`config.mk`:
```
export PLATFORM = sky130hd
export DESIGN_NAME = sram_rr_arbiter_flat
export DESIGN_NICKNAME = d
export VERILOG_FILES = /design/src/rtl/sram_rr_arbiter_if.sv /design/src/rtl/sram_rr_arbiter.sv /design/src/flat_wrapper.sv
export SDC_FILE = /design/constraint.sdc
export NUM_CORES = 1
export LEC_CHECK = 0
export CAP_MARGIN = 20
export CELL_PAD_IN_SITES_DETAIL_PLACEMENT = 0
export CELL_PAD_IN_SITES_GLOBAL_PLACEMENT = 1
export CORE_MARGIN = 2
export CORE_UTILIZATION = 47
export CTS_BUF_LIST = sky130_fd_sc_hd__clkbuf_8 sky130_fd_sc_hd__clkbuf_16
export DETAILED_ROUTE_END_ITERATION = 12
export DONT_BUFFER_PORTS = 1
export HOLD_SLACK_MARGIN = 0.15
export PLACE_DENSITY_LB_ADDON = 0.05
export SETUP_SLACK_MARGIN = 0.5
export SLEW_MARGIN = 15
export SYNTH_ARGS = -nofsm -noshare
export SYNTH_HDL_FRONTEND = slang
export SYNTH_SLANG_ARGS = --single-unit
export TNS_END_PERCENT = 10
```
`constraint.sdc`:
```
create_clock -name i_clk -period 3.5 [get_ports i_clk]
set_input_delay 0.35 -clock i_clk [delete_from_list [all_inputs] [get_ports i_clk]]
set_output_delay 0.35 -clock i_clk [all_outputs]
set_load 0.01 [all_outputs]
```
`src/rtl/sram_rr_arbiter_if.sv`:
```
// Bundle between the client ports, the arbiter and the shared single-port SRAM.
// The arbiter takes the slave modport; the client/SRAM side takes the master modport.
interface sram_rr_arbiter_if #(
  parameter int NUM_REQ    = 4,
  parameter int ADDR_WIDTH = 8,
  parameter int DATA_WIDTH = 8
);
  // Handshake: requester k presents i_req[k] with i_we/i_addr/i_wdata stable; the access is
  // taken in the cycle where i_req[k] && o_gnt[k]; a read answers with o_rvalid[k] one cycle later.
  logic [NUM_REQ-1:0]            i_req;
  logic [NUM_REQ-1:0]            i_we;
  logic [NUM_REQ*ADDR_WIDTH-1:0] i_addr;
  logic [NUM_REQ*DATA_WIDTH-1:0] i_wdata;
  logic [NUM_REQ-1:0]            o_gnt;
  logic [NUM_REQ-1:0]            o_rvalid;
  logic [DATA_WIDTH-1:0]         o_rdata;
  logic [ADDR_WIDTH-1:0]         o_sram_addr;
  logic                          o_sram_write;
  logic [DATA_WIDTH-1:0]         o_sram_wdata;
  logic [DATA_WIDTH-1:0]         i_sram_rdata;

  modport slave (
    input  i_req, i_we, i_addr, i_wdata, i_sram_rdata,
    output o_gnt, o_rvalid, o_rdata, o_sram_addr, o_sram_write, o_sram_wdata
  );

  modport master (
    output i_req, i_we, i_addr, i_wdata, i_sram_rdata,
    input  o_gnt, o_rvalid, o_rdata, o_sram_addr, o_sram_write, o_sram_wdata
  );
endinterface

```
`src/rtl/sram_rr_arbiter.sv`:
```
// Round-robin arbiter with bounded burst hold in front of one single-port synchronous SRAM.
// Define SRAM_ARB_FIXED_PRIO_EN for fixed lowest-index-wins priority (no pointer/burst state).
module sram_rr_arbiter #(
  parameter int NUM_REQ    = 4,
  parameter int ADDR_WIDTH = 8,
  parameter int DATA_WIDTH = 8,
  parameter int MAX_BURST  = 4
) (
  input  logic             i_clk,
  input  logic             i_rst_n,
  sram_rr_arbiter_if.slave bus
);

  localparam int IW = (NUM_REQ > 1) ? $clog2(NUM_REQ) : 1;

  logic [IW-1:0]         gnt_idx;
  logic                  gnt_any;
  logic [NUM_REQ-1:0]    gnt_vec;
  logic                  rd_gnt;
  logic [NUM_REQ-1:0]    rvalid_q;
  logic [DATA_WIDTH-1:0] rdata_q;

`ifndef SRAM_ARB_FIXED_PRIO_EN
  localparam int CW = $clog2(MAX_BURST + 1);

  logic [IW-1:0] ptr_q;
  logic [IW-1:0] owner_q;
  logic          owner_vld_q;
  logic [CW-1:0] cnt_q;
  logic [CW-1:0] cnt_nxt;
  logic          hold;
`endif

  always_comb begin
    gnt_idx = '0;
    gnt_any = 1'b0;
`ifdef SRAM_ARB_FIXED_PRIO_EN
    for (int i = NUM_REQ - 1; i >= 0; i--) begin
      if (bus.i_req[i]) begin
        gnt_idx = IW'(i);
        gnt_any = 1'b1;
      end
    end
`else
    // owner_vld_q is only ever set while the burst still has room, so hold implies cnt_q<MAX_BURST
    hold = owner_vld_q && bus.i_req[owner_q] && (cnt_q < CW'(MAX_BURST));
    if (hold) begin
      gnt_idx = owner_q;
      gnt_any = 1'b1;
    end else begin
      // descending offset so the nearest requester from ptr_q is the last (winning) assignment
      for (int off = NUM_REQ - 1; off >= 0; off--) begin
        if (bus.i_req[(int'(ptr_q) + off) % NUM_REQ]) begin
          gnt_idx = IW'((int'(ptr_q) + off) % NUM_REQ);
          gnt_any = 1'b1;
        end
      end
    end
    cnt_nxt = hold ? cnt_q + CW'(1) : CW'(1);
`endif
    gnt_any = gnt_any & i_rst_n;
    gnt_vec = '0;
    gnt_vec[gnt_idx] = gnt_any;
    rd_gnt = gnt_any & ~bus.i_we[gnt_idx];
  end

  assign bus.o_gnt        = gnt_vec;
  assign bus.o_sram_write = gnt_any & bus.i_we[gnt_idx];
  assign bus.o_sram_addr  = gnt_any ? bus.i_addr[gnt_idx*ADDR_WIDTH +: ADDR_WIDTH] : '0;
  assign bus.o_sram_wdata = gnt_any ? bus.i_wdata[gnt_idx*DATA_WIDTH +: DATA_WIDTH] : '0;
  assign bus.o_rvalid     = rvalid_q;
  // SRAM data is only valid in the cycle after the read command, so it is forwarded directly
  assign bus.o_rdata      = (|rvalid_q) ? bus.i_sram_rdata : rdata_q;

  always_ff @(posedge i_clk or negedge i_rst_n) begin
    if (!i_rst_n) begin
      rvalid_q    <= '0;
      rdata_q     <= '0;
`ifndef SRAM_ARB_FIXED_PRIO_EN
      ptr_q       <= '0;
      owner_q     <= '0;
      owner_vld_q <= 1'b0;
      cnt_q       <= '0;
`endif
    end else begin
      rvalid_q <= rd_gnt ? gnt_vec : '0;
      if (|rvalid_q) rdata_q <= bus.i_sram_rdata;
`ifndef SRAM_ARB_FIXED_PRIO_EN
      if (gnt_any) begin
        owner_q     <= gnt_idx;
        ptr_q       <= (gnt_idx == IW'(NUM_REQ - 1)) ? '0 : gnt_idx + IW'(1);
        cnt_q       <= cnt_nxt;
        owner_vld_q <= (cnt_nxt < CW'(MAX_BURST));
      end else begin
        owner_vld_q <= 1'b0;
        cnt_q       <= '0;
      end
`endif
    end
  end

endmodule

```
`src/flat_wrapper.sv`:
```
// flat-port wrapper written by rule: the top's interface ports become plain ports
module sram_rr_arbiter_flat 
#(
  parameter int NUM_REQ    = 4,
  parameter int ADDR_WIDTH = 8,
  parameter int DATA_WIDTH = 8,
  parameter int MAX_BURST  = 4
)
  (i_clk, i_rst_n, bus_i_req, bus_i_we, bus_i_addr, bus_i_wdata, bus_i_sram_rdata, bus_o_gnt, bus_o_rvalid, bus_o_rdata, bus_o_sram_addr, bus_o_sram_write, bus_o_sram_wdata);
  sram_rr_arbiter_if #(.NUM_REQ(NUM_REQ), .ADDR_WIDTH(ADDR_WIDTH), .DATA_WIDTH(DATA_WIDTH)) bus_i ();
  input  logic i_clk;
  input  logic i_rst_n;
  input wire logic [$bits(bus_i.i_req)-1:0] bus_i_req;
  input wire logic [$bits(bus_i.i_we)-1:0] bus_i_we;
  input wire logic [$bits(bus_i.i_addr)-1:0] bus_i_addr;
  input wire logic [$bits(bus_i.i_wdata)-1:0] bus_i_wdata;
  input wire logic [$bits(bus_i.i_sram_rdata)-1:0] bus_i_sram_rdata;
  output wire logic [$bits(bus_i.o_gnt)-1:0] bus_o_gnt;
  output wire logic [$bits(bus_i.o_rvalid)-1:0] bus_o_rvalid;
  output wire logic [$bits(bus_i.o_rdata)-1:0] bus_o_rdata;
  output wire logic [$bits(bus_i.o_sram_addr)-1:0] bus_o_sram_addr;
  output wire logic [$bits(bus_i.o_sram_write)-1:0] bus_o_sram_write;
  output wire logic [$bits(bus_i.o_sram_wdata)-1:0] bus_o_sram_wdata;
  assign bus_i.i_req = bus_i_req;
  assign bus_i.i_we = bus_i_we;
  assign bus_i.i_addr = bus_i_addr;
  assign bus_i.i_wdata = bus_i_wdata;
  assign bus_i.i_sram_rdata = bus_i_sram_rdata;
  assign bus_o_gnt = bus_i.o_gnt;
  assign bus_o_rvalid = bus_i.o_rvalid;
  assign bus_o_rdata = bus_i.o_rdata;
  assign bus_o_sram_addr = bus_i.o_sram_addr;
  assign bus_o_sram_write = bus_i.o_sram_write;
  assign bus_o_sram_wdata = bus_i.o_sram_wdata;
  sram_rr_arbiter #(.NUM_REQ(NUM_REQ), .ADDR_WIDTH(ADDR_WIDTH), .DATA_WIDTH(DATA_WIDTH), .MAX_BURST(MAX_BURST)) u_core (.i_clk(i_clk), .i_rst_n(i_rst_n), .bus(bus_i));
endmodule
```
==> impl_results.md <==
* Cell chosen for the clock root: clkbuf_8
* Yosys top cell area share at 33.20%
* RePlAce Congestion at 0.8016
* Reg2reg setup slack at 1.17 ns
* VDD IR-drop max at 0.2274 mV
* Fin. max-slew vios at 0
* Final Core Density at 51.27%
* Syn Inst Count at 142
* CP peak stage delay at 0.40 ns
* Flop pwr share at 28.3%
* Die Y at 60.64 um
* Clock power frac at 13.5%
* Sw Share at 42.74%
* Longest Clk Path Bufs at 2
* Worst Path Max Fanout at 39
* Crit start category: register
* Area Overhead vs Synth at 3.817%
* Largest net degree at the start of global routing at 40
* Hold crit path type: input port to register
* Comb power frac at 58.1%
* CTS Buf Count at 3
* Post-DRT Antenna Nets at 0
* Pwr/cell area at 812.5 mW/mm2
* Filler cell count at 287
* Required @ worst endpoint at 3.15 ns
* Number of synthesized flops with an enable pin at 0
* Cell taking the most area after synthesis: dfrtp_1
* Initial antenna violation count at 0
* Routed WL at 3287 um
* Detailed Routing Iterations Pass 1 at 5
* P_sw at 0.5435 mW
* Setup TNS at 0 ns
* Worst Hold Margin at 0.3002 ns
* Path depth of the worst reg2reg path at 8
* Post-Syn Nets at 229
* Vias in the first global route at 990
* Arr. time, crit path at 2.40 ns
* Max_slew headroom at 40.79%
* Die width at 60.64 um
* Final hold violation count at 0
* Routed len/inst at 17.77 um
* Crit path cell chain: or3b_1 -> o22ai_2 -> nand2_1 -> o31ai_4 -> buf_6 -> mux2i_1 -> o22ai_1
* Sequential share of the synthesized area at 33.20%
* Crit end category: output pin
* Skew-Pair Late Insertion Delay at 0.26 ns
* Period utilisation layout at 78.48%
* Core ar. at 0.003053 mm2
* CP Class: register to output pin
* Crit path capture: bus_o_sram_wdata[4]
* Via-per-instance ratio at 6.108
* Via count at 1,130
* H-tree depth at 1
* Top_reg_cell synth: dfrtp_1
* Tightest Pin Transition at 0.8853 ns
* Fin crit period at 2.747 ns
* Global-route wire length before repair at 4664 um
* Commonest cells in the netlist: mux2i_1, dfrtp_1, o22ai_1
* DRT iter0 DRCs at 25
* Remaining DRCs at 0
* Setup Viol. Count Final at 0
* Post-Synthesis Cell Area at 0.001508 mm2
* Setup repair after global routing missed its margin: no
* Post-CTS Setup Inserts at 0
* Remaining global-route overflow at 0
* Final WS setup at 0.7533 ns
* Cell variety after synth at 30
* R2R Path Start: u_core.owner_q[1]$_DFFE_PN0P_
* Register bit total from synthesis at 20
* CP max stage cell: dfrtp_1
* Cell Rows at 20
* Total power at 1.272 mW
* I/O pin cnt at 115
* Port buffer count at 0
* Reg2Reg Capture Point: u_core.bus.o_rvalid[3]$_DFF_PN0_
* N_diodes at 0
* Layout cells sized above 1 at 14.18%
* Fraction of registers with async set/reset at 100.0%
* Area contributors post-synth: dfrtp_1, mux2i_1, o22ai_1
* Lkg Pwr at 0.6863 nW
* MaxCap Viol Count at 0
* Clock sink count at 20
* Fmax at 364.1 MHz
* Syn avg cell area at 10.62 um2
* Die footprint at 0.003677 mm2
* Clock-pin slew of the registers on the worst-case setup and hold paths at 0.07 ns
* P_int at 0.7282 mW
* CP startpoint: u_core.owner_q[1]$_DFFE_PN0P_
* Synth warnings at 0
* DP HPWL at 2651 um
* Status: complete, no violations
* Initial Util at 49.39%
* Layout Skew at 0.003341 ns
* Setup WS pre-CTS at 0.8858 ns
* NumNets Final at 229
* Total global-route track usage at 16.63%
* Most common cell in the netlist: mux2i_1
* CTS tree: done
final cells by class:
cell class	count	area, um2	area share [%]
repair buffers	3	26.28	1.679
multi-input cells	107	902.1	57.63
clock buffers	4	55.05	3.517
inverters	7	26.28	1.679
flip-flops and latches	20	500.5	31.97
well taps	44	55.05	3.517
per-stage QoR:
stage,std cells,instance area [um2]
floorplan,142,1508
global placement,179,1491
detailed placement,180,1496
CTS,185,1562
global route,185,1565
finish,185,1565
sequential cells by signal, indices dropped and copies added, names as in the netlist:
name	cells
u_core.bus.o_rvalid	4
u_core.cnt_q	3
u_core.owner_q	2
u_core.owner_vld_q	1
u_core.ptr_q	2
u_core.rdata_q	8
worst max-delay path, delay by kind of cell, from the launching register on:
family                 cells  cell delay [ns]
AOI/OAI and AO/OA          3             0.66
and+or+nand+nor            2             0.54
DFF                        1             0.40
buffers and inverters      1             0.38
muxes                      1             0.13
kinds of logic after synthesis:
| logic type | synth area share (%) |
|---|---|
| DFF | 33.20 |
| and+or+nand+nor | 8.299 |
| adders and majority gates | 4.149 |
| AOI/OAI and AO/OA | 15.43 |
| buffers and inverters | 7.552 |
| muxes | 31.37 |
layer usage:
layer	track usage, %	vias up	wire [um]
li1	-	533	-
met1	20.26	532	1191
met2	30.57	63	1808
met3	2.772	2	258
met4	3.727	0	28
met5	0	-	0
power groups by stage:
stage | Combinational (mW) | Sequential (mW) | Clock [mW]
3_5_place_dp | 0.743 | 0.364 | 0
5_1_grt | 0.812 | 0.370 | 0.190
2_1_floorplan | 0.726 | 0.351 | 0
4_1_cts | 0.749 | 0.359 | 0.175
6_report | 0.739 | 0.360 | 0.172
3_3_place_gp | 0.723 | 0.361 | 0
cells in the final DEF (no fill, tap or decap), drive strengths merged:
master | Yosys | final
and3 | 2 | 2
and2 | 1 | 1
buf | 6 | 2
nor2 | 4 | 4
nand2 | 10 | 10
mux2 | 8 | 8
ha | 5 | 5
mux4 | 1 | 1
o41a | 1 | 1
o21ai | 1 | 1
inv | 7 | 7
nor4 | 1 | 1
dfrtp | 20 | 20
dlygate4sd3 | 0 | 1
o221ai | 1 | 1
or3b | 1 | 1
mux2i | 36 | 36
a21oi | 4 | 4
nor2b | 1 | 1
nand3b | 1 | 1
nand2b | 3 | 3
o21a | 2 | 2
clkbuf | 2 | 4
o22ai | 21 | 21
o31ai | 2 | 2
o41ai | 1 | 1
how the worst min path moves through the flow:
stage / start / end / cells past startpoint
2_1_floorplan: i_rst_n / u_core.bus.o_rvalid[0]$_DFF_PN0_ / 0
4_1_cts: bus_i_sram_rdata[6] / u_core.rdata_q[6]$_DFF_PN0_ / 1
3_5_place_dp: i_rst_n / u_core.bus.o_rvalid[3]$_DFF_PN0_ / 0
5_1_grt: bus_i_sram_rdata[6] / u_core.rdata_q[6]$_DFF_PN0_ / 1
6_report: bus_i_sram_rdata[6] / u_core.rdata_q[6]$_DFF_PN0_ / 1
3_3_place_gp: i_rst_n / u_core.bus.o_rvalid[3]$_DFF_PN0_ / 0
what timing repair did:
item	4_1_cts	5_1_grt
hold endpoints to repair	20	0
resized for setup	0	1
hold buffers	1	0
setup endpoints to repair	0	18
(Power assumes the default switching activity.)
